**src/rtl/fnd_button_ctrl.sv**
```systemverilog
// Two-button conditioner: 2-FF sync, debounce FSM, toggled level output and one-cycle press pulse per button.
// Optional FND_LONGPRESS_EN: the on/off button acts only after a long hold instead of a short press.
module fnd_button_ctrl #(
    parameter int CLK_HZ       = 100_000_000,
    parameter int DEBOUNCE_MS  = 10,
    parameter int LONGPRESS_MS = 1000
) (
    input  logic i_clk,
    input  logic i_reset,
    input  logic i_btn_mode,
    input  logic i_btn_onoff,
    output logic o_modeSW,
    output logic o_OnOffSW,
    output logic o_mode_pulse,
    output logic o_onoff_pulse
);
    localparam int DB_RAW  = CLK_HZ / 1000 * DEBOUNCE_MS;
    localparam int LP_RAW  = CLK_HZ / 1000 * LONGPRESS_MS;
    localparam int DB_CNT  = (DB_RAW < 1) ? 1 : DB_RAW;
    localparam int LP_CNT  = (LP_RAW < 1) ? 1 : LP_RAW;
    localparam int CNT_MAX = (DB_CNT > LP_CNT) ? DB_CNT : LP_CNT;
    localparam int CW      = $clog2(CNT_MAX + 1);

    localparam logic [CW-1:0] DB_LAST = CW'(DB_CNT - 1);
`ifdef FND_LONGPRESS_EN
    localparam logic [CW-1:0] LP_LAST = CW'(LP_CNT - 1);
    localparam logic [CW-1:0] LP_TOP  = CW'(LP_CNT);
`endif

    typedef enum logic [1:0] {S_REL, S_PDB, S_PRS, S_RDB} state_t;

    logic [1:0] w_raw;
    logic [1:0] w_level;
    logic [1:0] w_pulse;

    assign w_raw = {i_btn_onoff, i_btn_mode};

    // Index 0 is the mode button, index 1 the on/off button.
    genvar gi;
    generate
        for (gi = 0; gi < 2; gi++) begin : g_btn
            localparam logic LEVEL_RST = (gi == 1);
`ifdef FND_LONGPRESS_EN
            localparam logic LONG_ONLY = (gi == 1);
`else
            localparam logic LONG_ONLY = 1'b0;
`endif
            logic [1:0]    r_sync;
            state_t        r_state;
            logic [CW-1:0] r_cnt;
            logic          r_pulse;
            logic          r_level;

            always_ff @(posedge i_clk or negedge i_reset) begin
                if (!i_reset) begin
                    r_sync  <= 2'b00;
                    r_state <= S_REL;
                    r_cnt   <= '0;
                    r_pulse <= 1'b0;
                    r_level <= LEVEL_RST;
                end else begin
                    r_sync  <= {r_sync[0], w_raw[gi]};
                    r_pulse <= 1'b0;
                    case (r_state)
                        S_REL: begin
                            if (r_sync[1]) begin
                                r_state <= S_PDB;
                                r_cnt   <= '0;
                            end
                        end
                        S_PDB: begin
                            if (!r_sync[1]) begin
                                r_state <= S_REL;
                            end else if (r_cnt == DB_LAST) begin
                                r_state <= S_PRS;
                                r_cnt   <= '0;
                                if (!LONG_ONLY) begin
                                    r_pulse <= 1'b1;
                                    r_level <= ~r_level;
                                end
                            end else begin
                                r_cnt <= r_cnt + 1'b1;
                            end
                        end
                        S_PRS: begin
                            if (!r_sync[1]) begin
                                r_state <= S_RDB;
                                r_cnt   <= '0;
                            end
`ifdef FND_LONGPRESS_EN
                            // Hold timer saturates so a long press fires exactly once.
                            else if (r_cnt == LP_LAST) begin
                                r_cnt <= LP_TOP;
                                if (LONG_ONLY) begin
                                    r_pulse <= 1'b1;
                                    r_level <= ~r_level;
                                end
                            end else if (r_cnt != LP_TOP) begin
                                r_cnt <= r_cnt + 1'b1;
                            end
`endif
                        end
                        S_RDB: begin
                            if (r_sync[1]) begin
                                r_state <= S_PRS;
                                r_cnt   <= '0;
                            end else if (r_cnt == DB_LAST) begin
                                r_state <= S_REL;
                            end else begin
                                r_cnt <= r_cnt + 1'b1;
                            end
                        end
                        default: r_state <= S_REL;
                    endcase
                end
            end

            assign w_level[gi] = r_level;
            assign w_pulse[gi] = r_pulse;
        end
    endgenerate

    assign o_modeSW      = w_level[0];
    assign o_OnOffSW     = w_level[1];
    assign o_mode_pulse  = w_pulse[0];
    assign o_onoff_pulse = w_pulse[1];
endmodule

```
**config.mk**
```make
export PLATFORM = sky130hd
export DESIGN_NAME = fnd_button_ctrl
export DESIGN_NICKNAME = d
export VERILOG_FILES = /design/src/rtl/fnd_button_ctrl.sv
export SDC_FILE = /design/constraint.sdc
export NUM_CORES = 1
export LEC_CHECK = 0
export ABC_CLOCK_PERIOD_IN_PS = 7200
export CORE_UTILIZATION = 45
export DETAILED_ROUTE_END_ITERATION = 10
export GPL_TIMING_DRIVEN = 0
export PLACE_DENSITY = 0.62
export SLEW_MARGIN = 10
export SYNTH_ARGS = -nofsm -noshare
export SYNTH_HDL_FRONTEND = slang
export SYNTH_SLANG_ARGS = --single-unit
```
**constraint.sdc**
```tcl
create_clock -name i_clk -period 7.2 [get_ports i_clk]
set_input_delay 1.44 -clock i_clk [delete_from_list [all_inputs] [get_ports i_clk]]
set_output_delay 1.44 -clock i_clk [all_outputs]
set_load 0.02 [all_outputs]
```
* Word level (Yosys, flattened, before mapping)
Index checks and enable logic that the tools add are counted.
Word-level totals: register bits 66, bits of input ports 4, output and inout port bits 4, logic and storage cells 76
Operators by class: $add $sub $neg 2, equality and inequality tests 20, mux-type cells 34, bitwise logic cells 2, reductions and logical operators 8
Operators with widths (count):
- two-way mux 27 bit | 12
- case mux 27 bit (4 select lines) | 2
- adder 27 x 1 -> 27 bit (second input constant) | 2
- == test 27 x 20 -> 1 bit (second input constant) | 2
- two-way mux 2 bit | 12
- != test 3 bit (second input constant) | 6
- case mux 2 bit (4 select lines) | 2
- AND reduction 4 bit | 4
- != test 2 bit (second input constant) | 6
- == test 2 bit (second input constant) | 4
- two-way mux 1 bit | 6
- AND reduction 3 bit | 2
- == test 2 x 1 -> 1 bit (second input constant) | 2
- zero test 2 bit | 2
- NOT 1 bit | 2

* Logic depth before layout (Yosys ltp)
depth after elaboration 4, mapped depth 9, depth with buffers taken out 7

* Worst setup path after synthesis
OpenSTA, ideal clock, no wires.
path kind register to register, start register g_btn[1].r_cnt[0], end register g_btn[1].r_cnt[18], library setup time 0.134 ns, data arrival time 2.113 ns, required time 7.066 ns, setup slack 4.954 ns, cell stages (with the launch flop) 8, path buffers 1, period minus slack after synthesis 2.246 ns, cell sequence dfrtp_1 > ha_1 > and3_1 > nand3_2 > or4_1 > a31oi_2 > buf_2 > a31oi_1
Between the ends: word-level cells in the longest chain between the ends 4, elaborated cells between the ends (all ways) 9, those cells by class 1 x add/sub; 2 x eq/ne; 5 x mux; 1 x reduce/logical
RTL lines:
- start, declared | RTL line 50 | logic [CW-1:0] r_cnt;
- start signal, assigned | RTL line 82 | r_cnt <= r_cnt + 1'b1;
- start signal, assigned | RTL line 110 | r_cnt <= r_cnt + 1'b1;
- adder 27 x 1 -> 27 bit or == test 27 x 20 -> 1 bit (tied branches)
- two-way mux 27 bit (on tied branches) | RTL line 107, 74
- two-way mux 27 bit (on tied branches) | RTL line 104, 72
- case mux 27 bit (4 select lines) | RTL line 64 | case (r_state)
Several ways; a longest one is shown, not always the timed one. The select of a mux whose other input is x is not followed. A chain may end at the register's enable or synchronous reset.

* Final worst setup path
start register g_btn[1].r_level (netlist: o_OnOffSW), end output port o_OnOffSW
RTL lines:
- start, declared | RTL line 52 | logic r_level;
- start signal, assigned | RTL line 79 | r_level <= ~r_level;
- end, declared | RTL line 13 | output logic o_OnOffSW,
No word-level cell between the ends.

==> impl_metrics.env <==
export IMPL_grt_antenna_before_repair=0
export IMPL_drt_first_pass_iters=4
export IMPL_syn_num_nets=430
export IMPL_drt_initial_drc_count=124
export IMPL_peakVddDrop_mv=0.141
export IMPL_async_flop_share_pct=100
export IMPL_num_antenna_cells=0
export IMPL_max_slew_margin_rel_pct=58.2
export IMPL_worst_pin_slew_ps=622
export IMPL_fill_cells=724
export IMPL_hp_class="register to register"
export IMPL_worst_path_max_fanout=2
export IMPL_floorplan_initialDensity_pct=47.7
export IMPL_timing_setup_tns_ps=0
export IMPL_antenna_left=0
export IMPL_rsz0062_at_grt="false"
export IMPL_cts_post_setup_buffers_inserted=0
export IMPL_tritoncts_num_buffers=9
export IMPL_pwr_density_cell_nw_per_um2=189
export IMPL_syn_mean_instance_area_um2=8.87
export IMPL_yosys_register_bits=66
export IMPL_globalRoute_totalOverflow=0
export IMPL_final_nets=449
export IMPL_cts_hold_buf=0
export IMPL_core_region_area_um2=7890
export IMPL_area_growth_syn_to_layout_pct=11.8
export IMPL_io_buffers=7
export IMPL_final_hold_viol_count=0
export IMPL_cts_root_buf="sky130_fd_sc_hd__clkbuf_8"
export IMPL_post_dp_cell_area_um2=3980
export IMPL_period_needed_ps=2930
export IMPL_clk_pin_slew_worst_paths_ps=80
export IMPL_yosys_cell_types_count=58
export IMPL_drt_wirelength_per_cell_um=16.4
export IMPL_track_usage_pct=23.1
export IMPL_globalplace_congestion=0.878
export IMPL_p_leak_nw=1.73
export IMPL_drt_total_wl_um=9040
export IMPL_clk_insertion_delay_late_ps=350
export IMPL_cpMaxStageDelayCell="sky130_fd_sc_hd__clkdlybuf4s50_1"
export IMPL_drc=0
export IMPL_cell_count_after_synthesis=424
export IMPL_ys_warn_count=0
export IMPL_clock_skew_ps=4.99
export IMPL_worstPathCellList="clkdlybuf4s50_1"
export IMPL_final_common_cell="sky130_fd_sc_hd__dfrtp_1"
export IMPL_synth_enable_flop_cells=0
export IMPL_i_o_pin_total=8
export IMPL_worst_setup_path_start_kind="register"
export IMPL_worst_path_buf_inv=1
export IMPL_final_setup_viol_count=0
export IMPL_synth_top_cell_area_share_pct=43.2
export IMPL_timing_worst_setup_path_type="register to output port"
export IMPL_std_cell_rows=32
export IMPL_mostFrequentLayoutCells="65 x sky130_fd_sc_hd__dfrtp_1, 42 x sky130_fd_sc_hd__nor2_1, 41 x sky130_fd_sc_hd__nand2_1, 27 x sky130_fd_sc_hd__o21ai_0, 24 x sky130_fd_sc_hd__a21oi_1"
export IMPL_fin_area_um2=4200
export IMPL_vias_per_cell=6.03
export IMPL_cpLargestDelayFamily="buffers and inverters"
export IMPL_chipHeight_um=93.4
export IMPL_cts_resized=0
export IMPL_die_area_um2=8730
export IMPL_cp_slowest_stage_delay_ps=600
export IMPL_ys_top_cells_by_area="sky130_fd_sc_hd__dfrtp_1 43%, sky130_fd_sc_hd__nor2_1 4.2%, sky130_fd_sc_hd__nand2_1 4.1%"
export IMPL_die_span_x_um=93.4
export IMPL_global_route_wire_length_before_repair_um=15700
export IMPL_via_count=3318
export IMPL_grt_start_max_net_pins=37
export IMPL_syn_cell_area_um2=3760
export IMPL_synthDominantAreaCellType="sky130_fd_sc_hd__dfrtp_1"
export IMPL_fmax_mhz=342
export IMPL_crit_path_arrival_time_ps=1490
export IMPL_post_route_cells_drive_above_1_share_pct=7.59
export IMPL_cts_htree_levels=3
export IMPL_dp_hpwl_um=6320
export IMPL_finalCritPeriodShare_pct=40.6
export IMPL_critical_path_required_ps=5760
export IMPL_synth_seq_area_share_pct=43.9
export IMPL_report_final_slew_viol_count=0
export IMPL_clock_sinks=66
export IMPL_cap_viol_max_count=0
export IMPL_critical_path_endpoint_type="output port"
export IMPL_cts_tree="yes"
export IMPL_outcome="completed"
export IMPL_postSynth_topFlopCell="sky130_fd_sc_hd__dfrtp_1"
export IMPL_grt_pass1_vias=3266
export IMPL_cts_path_max_buffers=2
## logic make-up (layout without fill, tap and decap cells)
| logic type | after synthesis | count (layout) | synth area share [%] |
|---|---|---|---|
| DFF | 66 | 66 | 43.9 |
| and+or+nand+nor | 211 | 211 | 30.2 |
| xor gates and xnor gates | 27 | 27 | 6.29 |
| muxes | 4 | 4 | 1.10 |
| AOI/OAI and AO/OA | 88 | 88 | 14.8 |
| buffers and inverters | 26 | 50 | 2.96 |
| adders and majority gates | 2 | 2 | 0.665 |
## state kept, by name, indices dropped and copies added (netlist names), named ones only
| name | flops |
|---|---|
| g_btn.r_sync | 4 |
| o_mode_pulse | 1 |
| g_btn.r_cnt | 54 |
| g_btn.r_state | 2 |
| o_OnOffSW | 1 |
| o_onoff_pulse | 1 |
| o_modeSW | 1 |
## cell type report
type                    instances  area (um^2)  share of cell area (%)
plain buffers                  18         81.3                    1.93
flip-flops and latches         66         1650                    39.3
clock inverters                 6         90.1                    2.14
repair buffers                  8         87.6                    2.08
well taps                     102          128                    3.04
multi-input cells             332         2000                    47.5
clock buffers                  10          138                    3.27
inverters                       8         30.0                   0.714
## where the power goes
| part | internal [W] | switching, W | total, W |
|---|---|---|---|
| registers | 0.000378 | 0.00000969 | 0.000388 |
| logic | 0.0000156 | 0.0000313 | 0.0000470 |
| clock network | 0.000205 | 0.000155 | 0.000360 |
## Yosys cell counts, types with 2 or more instances
cell type / instances
sky130_fd_sc_hd__a21o_1: 4
sky130_fd_sc_hd__a21oi_1: 24
sky130_fd_sc_hd__a221o_1: 2
sky130_fd_sc_hd__a22o_1: 3
sky130_fd_sc_hd__a311oi_1: 2
sky130_fd_sc_hd__a31oi_1: 3
sky130_fd_sc_hd__and2_1: 2
sky130_fd_sc_hd__and3_1: 9
sky130_fd_sc_hd__and4_1: 5
sky130_fd_sc_hd__buf_2: 5
sky130_fd_sc_hd__buf_4: 2
sky130_fd_sc_hd__clkbuf_1: 10
sky130_fd_sc_hd__dfrtp_1: 65
sky130_fd_sc_hd__ha_1: 2
sky130_fd_sc_hd__inv_1: 8
sky130_fd_sc_hd__mux2i_1: 3
sky130_fd_sc_hd__nand2_1: 41
sky130_fd_sc_hd__nand2b_1: 3
sky130_fd_sc_hd__nand3_1: 19
sky130_fd_sc_hd__nand3b_1: 2
sky130_fd_sc_hd__nand4_1: 16
sky130_fd_sc_hd__nor2_1: 42
sky130_fd_sc_hd__nor2b_1: 6
sky130_fd_sc_hd__nor3_1: 17
sky130_fd_sc_hd__nor3b_1: 2
sky130_fd_sc_hd__nor4_1: 15
sky130_fd_sc_hd__nor4b_1: 5
sky130_fd_sc_hd__o21a_1: 2
sky130_fd_sc_hd__o21ai_0: 27
sky130_fd_sc_hd__o21ai_1: 3
sky130_fd_sc_hd__o31ai_1: 5
sky130_fd_sc_hd__or3_1: 12
sky130_fd_sc_hd__or4_1: 8
sky130_fd_sc_hd__xnor2_1: 13
sky130_fd_sc_hd__xor2_1: 14
## stage by stage
step	hold WS, ps	setup WS (ps)	total power, W	cells	util (%)
final	354	4270	0.000795	550	53.3
after global routing	361	4250	0.000825	550	53.3
after CTS	359	4260	0.000801	550	53.3
after detailed placement	340	4520	0.000442	534	50.4
after global placement	332	2450	0.000440	533	50.2
after floorplan	331	4950	0.000421	424	-
## path summary, 6_finish.rpt
path	startpoint	to	slack, ps	cells past startpoint
min	g_btn[0].r_sync[0]	g_btn[0].r_sync[1]	350	0
max reg2reg	g_btn[1].r_cnt[0]	g_btn[1].r_cnt[6]	4440	9
min in group asynchronous	i_reset	g_btn[1].r_cnt[14]	1020	1
max in group asynchronous	i_reset	g_btn[0].r_cnt[18]	5650	2
max	o_OnOffSW	o_OnOffSW	4270	1
min reg2reg	g_btn[0].r_sync[0]	g_btn[0].r_sync[1]	350	0
## per-layer routing
| metal | vias up | share of wire [%] | GRT usage [%] |
|---|---|---|---|
| li1 | 1611 | - | - |
| met1 | 1615 | 46 | 29.4 |
| met2 | 74 | 49 | 39.2 |
| met3 | 18 | 3.3 | 3.25 |
| met4 | 0 | 2.2 | 9.62 |
| met5 | - | 0 | 0 |
No activity file was read; power rests on OpenSTA's default activity.
==> patch 1, RTL diff (config.mk and constraints unchanged) <==
Reset style: synchronous (`i_reset`), changed in one clocked block.
--- a/src/rtl/fnd_button_ctrl.sv
+++ b/src/rtl/fnd_button_ctrl.sv
@@ -51,7 +51,7 @@
             logic          r_pulse;
             logic          r_level;
 
-            always_ff @(posedge i_clk or negedge i_reset) begin
+            always_ff @(posedge i_clk) begin
                 if (!i_reset) begin
                     r_sync  <= 2'b00;
                     r_state <= S_REL;
Formal check against the unedited RTL: same outputs for any inputs over 10 cycles, from zero or initial values and one cycle with i_reset low; that may be too few to reach the edited logic, so the function may still have changed.
==> patch 1 against the unedited design <==
  * Sequential power shrank 5.2%
  * Via count increased by 7.0%
  * Final area up 2.6%
  * Routed wire length rose by 6.0%
  * Critical path depth increased by 4
  * Synthesized area increased by 3.4%
  * Sequential share of layout area fell by 8.7 points
  * Core utilization is 1.3 points lower
  * Maximum frequency shrank 4.5%
  * Power decreased by 3.8%
  * Sequential cell count did not move
  * Setup slack got worse by 0.14 ns
  * Register-to-register slack improved by 0.22 ns
  * Hold slack gained 0.082 ns
==> patch 1: results (changes against the unedited design) <==
status: "finished, final reports clean"  # unchanged
rr_endpoint: "g_btn[0].r_cnt[10]"  # was g_btn[1].r_cnt[6]
synthTopCellsByCount: "dfxtp_1 (66), nor2_1 (36), nand3_1 (27)"  # was dfrtp_1 (65), nor2_1 (42), nand2_1 (41)
dp_hpwl_mm: 6.79  # was 6.32 mm
max_stage_delay_ns: 0.63  # was 0.60 ns
critPathTopFamily: "buffers and inverters"  # unchanged
ctsResizeCount: 0  # unchanged
hold_violations: 0  # unchanged
synthArstFlopShare_pct: 0  # was 100%
grt.met2_usage_pct: 34.1  # was 39.2%
yosys_warnings: 0  # unchanged
ff2ff_path_depth: 7  # was 9
final_nets: 481  # was 449
clock_skew_ns: 0.0147  # was 0.00499 ns
crit_fanout: 10  # was 2
met2WireLength_mm: 4.21  # was 4.39 mm
synth.distinct_cells: 71  # was 58
place_congestion: 0.865  # was 0.878
clk_pin_slew_worst_paths_ns: 0.08  # about the same
fillers: 804  # was 724
r2r_slack_ns: 4.66  # was 4.44 ns
critical_path.reg2reg.startpoint: "g_btn[0].r_cnt[6]"  # was g_btn[1].r_cnt[0]
grt_max_degree: 13  # was 37
holdPathStages: 1  # was 0
wl_met1_mm: 4.88  # was 4.15 mm
holdPathEnd: "g_btn[1].r_sync[1]"  # was g_btn[0].r_sync[1]
cts_buffers: 9  # unchanged
synthTopCellsByArea: "dfxtp_1 (34%), xnor2_1 (4.1%), nor4_1 (3.7%), nand3_1 (3.5%), nor2_1 (3.5%)"  # was dfrtp_1 (43%), nor2_1 (4.2%), nand2_1 (4.1%), o21ai_0 (3.6%), xor2_1 (3.3%)
clk_path_buf_depth: 2  # unchanged
ir_drop_mv: 0.117  # was 0.141 mV
met3_usage_pct: 5.23  # was 3.25%
swShare_pct: 23.7  # was 24.7%
grtUsageTotal_pct: 23.0  # was 23.1%
finalWirelength_mm: 9.58  # was 9.04 mm
worst_hold_startpoint: "g_btn[1].r_sync[0]"  # was g_btn[0].r_sync[0]
pwr-share-seq_pct: 48.2  # was 48.8%
grt_pass1_wl_mm: 16.1  # was 15.7 mm
p_leak_nw: 1.25  # was 1.73 nW
powerClk_w: 0.000362
slowest_stage: "or4b_2"  # was clkdlybuf4s50_1
synth_nets: 463  # was 430
postCtsSetupRepairBufs: 0  # unchanged
groute.layer.met1.usage_pct: 33.2  # was 29.4%
critPathArrivalTime_ns: 3.34  # was 1.49 ns
synth_edf_count: 0  # unchanged
seq_area_frac_synth_pct: 34.0  # was 43.9%
drive_gt1_share_pct: 15.8  # was 7.59%
dr.pass1.iters: 4  # unchanged
slew_headroom_pct: 52.0  # was 58.2%
netlist.area_leader.share_pct: 34.0  # was 43.2%
antenna_found_initial: 0  # unchanged
cts-root-buf: "clkbuf_8"  # unchanged
dr_wl_met3_um: 396  # was 295 µm
grt_pass1_vias: 3272  # was 3266
drtIter0Drc: 196  # was 124
via_count: 3549  # was 3318
patch 1: how the worst max path moves through the flow:
| stage | endpoint | slack, ns | depth (start not counted) | from |
|---|---|---|---|---|
| after floorplan | g_btn[0].r_cnt[2] | 4.51 | 4 | i_reset |
| final | g_btn[0].r_cnt[2] | 4.14 | 5 | i_reset |
| after detailed placement | g_btn[0].r_cnt[2] | 3.77 | 5 | i_reset |
| after CTS | g_btn[0].r_cnt[2] | 4.14 | 5 | i_reset |
| after global routing | g_btn[0].r_cnt[2] | 4.02 | 5 | i_reset |
| after global placement | g_btn[0].r_cnt[2] | 3.77 | 5 | i_reset |
patch 1: logic make-up after synthesis:
kind of cell / synth area share [%]
and+or+nand+nor: 33.6
AOI/OAI and AO/OA: 19.4
DFF: 34.0
buffers and inverters: 5.95
xor gates and xnor gates: 5.18
muxes: 1.29
adders and majority gates: 0.644
patch 1: through the flow:
| step | instance area (µm²) | total power, W | setup WS (ns) | cells | hold slack, ns |
|---|---|---|---|---|---|
| final | 4320 | 0.000764 | 4.14 | 585 | 0.436 |
| after floorplan | 3890 | 0.000400 | 4.51 | 457 | 0.412 |
| after global placement | 4090 | 0.000410 | 3.77 | 569 | 0.415 |
| after CTS | 4320 | 0.000770 | 4.14 | 585 | 0.440 |
| after global routing | 4320 | 0.000790 | 4.02 | 585 | 0.446 |
| after detailed placement | 4090 | 0.000410 | 3.77 | 569 | 0.421 |
patch 1: layout make-up:
cell class	instances	area share, %
clock inverter	6	2.06
clock buffer	10	3.19
multi-input combinational	350	54.1
tap	105	3.04
sequential	66	30.6
buffer	24	3.89
timing repair buffer	7	1.62
inverter	17	1.48
==> patch 2, RTL diff (same settings) <==
Without the edit above. Add a define of `FND_LONGPRESS_EN`.
--- a/src/rtl/fnd_button_ctrl.sv
+++ b/src/rtl/fnd_button_ctrl.sv
@@ -1,5 +1,7 @@
 // Two-button conditioner: 2-FF sync, debounce FSM, toggled level output and one-cycle press pulse per button.
 // Optional FND_LONGPRESS_EN: the on/off button acts only after a long hold instead of a short press.
+`define FND_LONGPRESS_EN
+
 module fnd_button_ctrl #(
     parameter int CLK_HZ       = 100_000_000,
     parameter int DEBOUNCE_MS  = 10,
Behaviour: same outputs for any inputs over 10 cycles, from zero or initial values and one cycle with i_reset low; that may be too few to reach the edited logic, so the function may still have changed.
==> patch 2 against the unedited design <==
  * Routed wire length is 8.7% higher
  * Sequential cell count stayed put
  * Core utilization is 2.2 points lower
  * Sequential power is 2% lower
  * Final area is 6.1% higher
  * Clock skew is 0.0053 ns higher
  * Power is 10% lower
  * Count of clock-buffer cells in the layout is 4 higher
  * Synthesized cell count is 8.0% higher
  * Setup slack better by 0.015 ns
  * Non-clock buffer count is 3 higher
  * Synthesized area is 8.3% higher
==> patch 2: results (changes against the unedited design) <==
drtIter0Drc: 156  # was 124
synth.distinct_cells: 60  # was 58
r2r_slack_ns: 4.43  # was 4.44 ns
fin_cells: 590  # was 550
synthCells: 458  # was 424
place_area_um2: 4300  # was 3980 µm²
grt.met2_usage_pct: 38.4  # was 39.2%
groute.layer.met1.usage_pct: 27.0  # was 29.4%
status: "finished, final reports clean"  # unchanged
met3_usage_pct: 4.89  # was 3.25%
seq_area_frac_synth_pct: 40.6  # was 43.9%
critPathArrivalTime_ns: 1.47  # was 1.49 ns
p_leak_nw: 1.83  # was 1.73 nW
place_congestion: 0.867  # was 0.878
synthTopCellsByArea: "dfrtp_1 (40%), nand2_1 (3.8%), nand3_1 (3.6%), a22o_1 (3.2%), a2bb2oi_1 (3.0%)"  # was dfrtp_1 (43%), nor2_1 (4.2%), nand2_1 (4.1%), o21ai_0 (3.6%), xor2_1 (3.3%)
clock_skew_ns: 0.0103  # was 0.00499 ns
grt_max_degree: 35  # was 37
synthTopCellsByCount: "dfrtp_1 (65), nand2_1 (41), nand3_1 (29), nor2_1 (29), o21ai_0 (24)"  # was dfrtp_1 (65), nor2_1 (42), nand2_1 (41)
dp_hpwl_mm: 7.21  # was 6.32 mm
final_nets: 486  # was 449
worstMarginPinSlew_ns: 0.852  # was 0.622 ns
grt_pass1_vias: 3636  # was 3266
ir_drop_mv: 0.0849  # was 0.141 mV
dp_cells: 574  # was 534
grtUsageTotal_pct: 22.3  # was 23.1%
drive_gt1_share_pct: 8.30  # was 7.59%
## patch 2: cell families after synthesis
group,after synthesis,synth area share [%]
AO/OA/AOI/OAI,131,22.7
XOR/XNOR,4,0.860
adder cells (fa/ha/maj),5,1.54
buffers and inverters,38,4.18
flip-flops,66,40.6
multiplexers,5,1.35
AND/OR/NAND/NOR,209,28.8
## patch 2: path summary, 6_finish.rpt
| path | start | end | depth (start not counted) |
|---|---|---|---|
| max | o_OnOffSW | o_OnOffSW | 1 |
| max reg2reg | g_btn[0].r_cnt[11] | g_btn[0].r_cnt[1] | 8 |
| min reg2reg | g_btn[1].r_sync[0] | g_btn[1].r_sync[1] | 0 |
| min | g_btn[1].r_sync[0] | g_btn[1].r_sync[1] | 0 |
| min in group asynchronous | i_reset | g_btn[0].r_cnt[21] | 1 |
| max in group asynchronous | i_reset | g_btn[1].r_cnt[7] | 2 |
## patch 2: final cells by class
cell class	count	area [µm²]
buffer	21	106
clock buffer	14	153
clock inverter	2	12.5
fill	822	4260
inverter	17	63.8
multi-input combinational	354	2250
sequential	66	1650
tap	108	135
timing repair buffer	8	87.6
## patch 2: layer usage
metal	vias up	share of wire, %	wire length (µm)
met5	-	0	0
met4	0	1.9	191
met3	19	3.3	321
met2	71	50	4930
met1	1777	45	4380
li1	1779	-	-
## patch 2: power by group
part           internal, W  switching (W)  leakage, nW  total [W]
combinational    0.0000204      0.0000368        0.850  0.0000572
sequential        0.000376     0.00000620        0.901   0.000382
clock             0.000135       0.000139       0.0807   0.000273
## patch 2: stage by stage
stage               hold slack [ns]  utilization, %  worst slack [ns]
floorplan                     0.331               -              4.97
global placement              0.335            49.1              2.46
detailed placement            0.343            49.3              4.46
CTS                           0.358            51.1              4.27
global route                  0.363            51.1              4.19
finish                        0.357            51.1              4.29
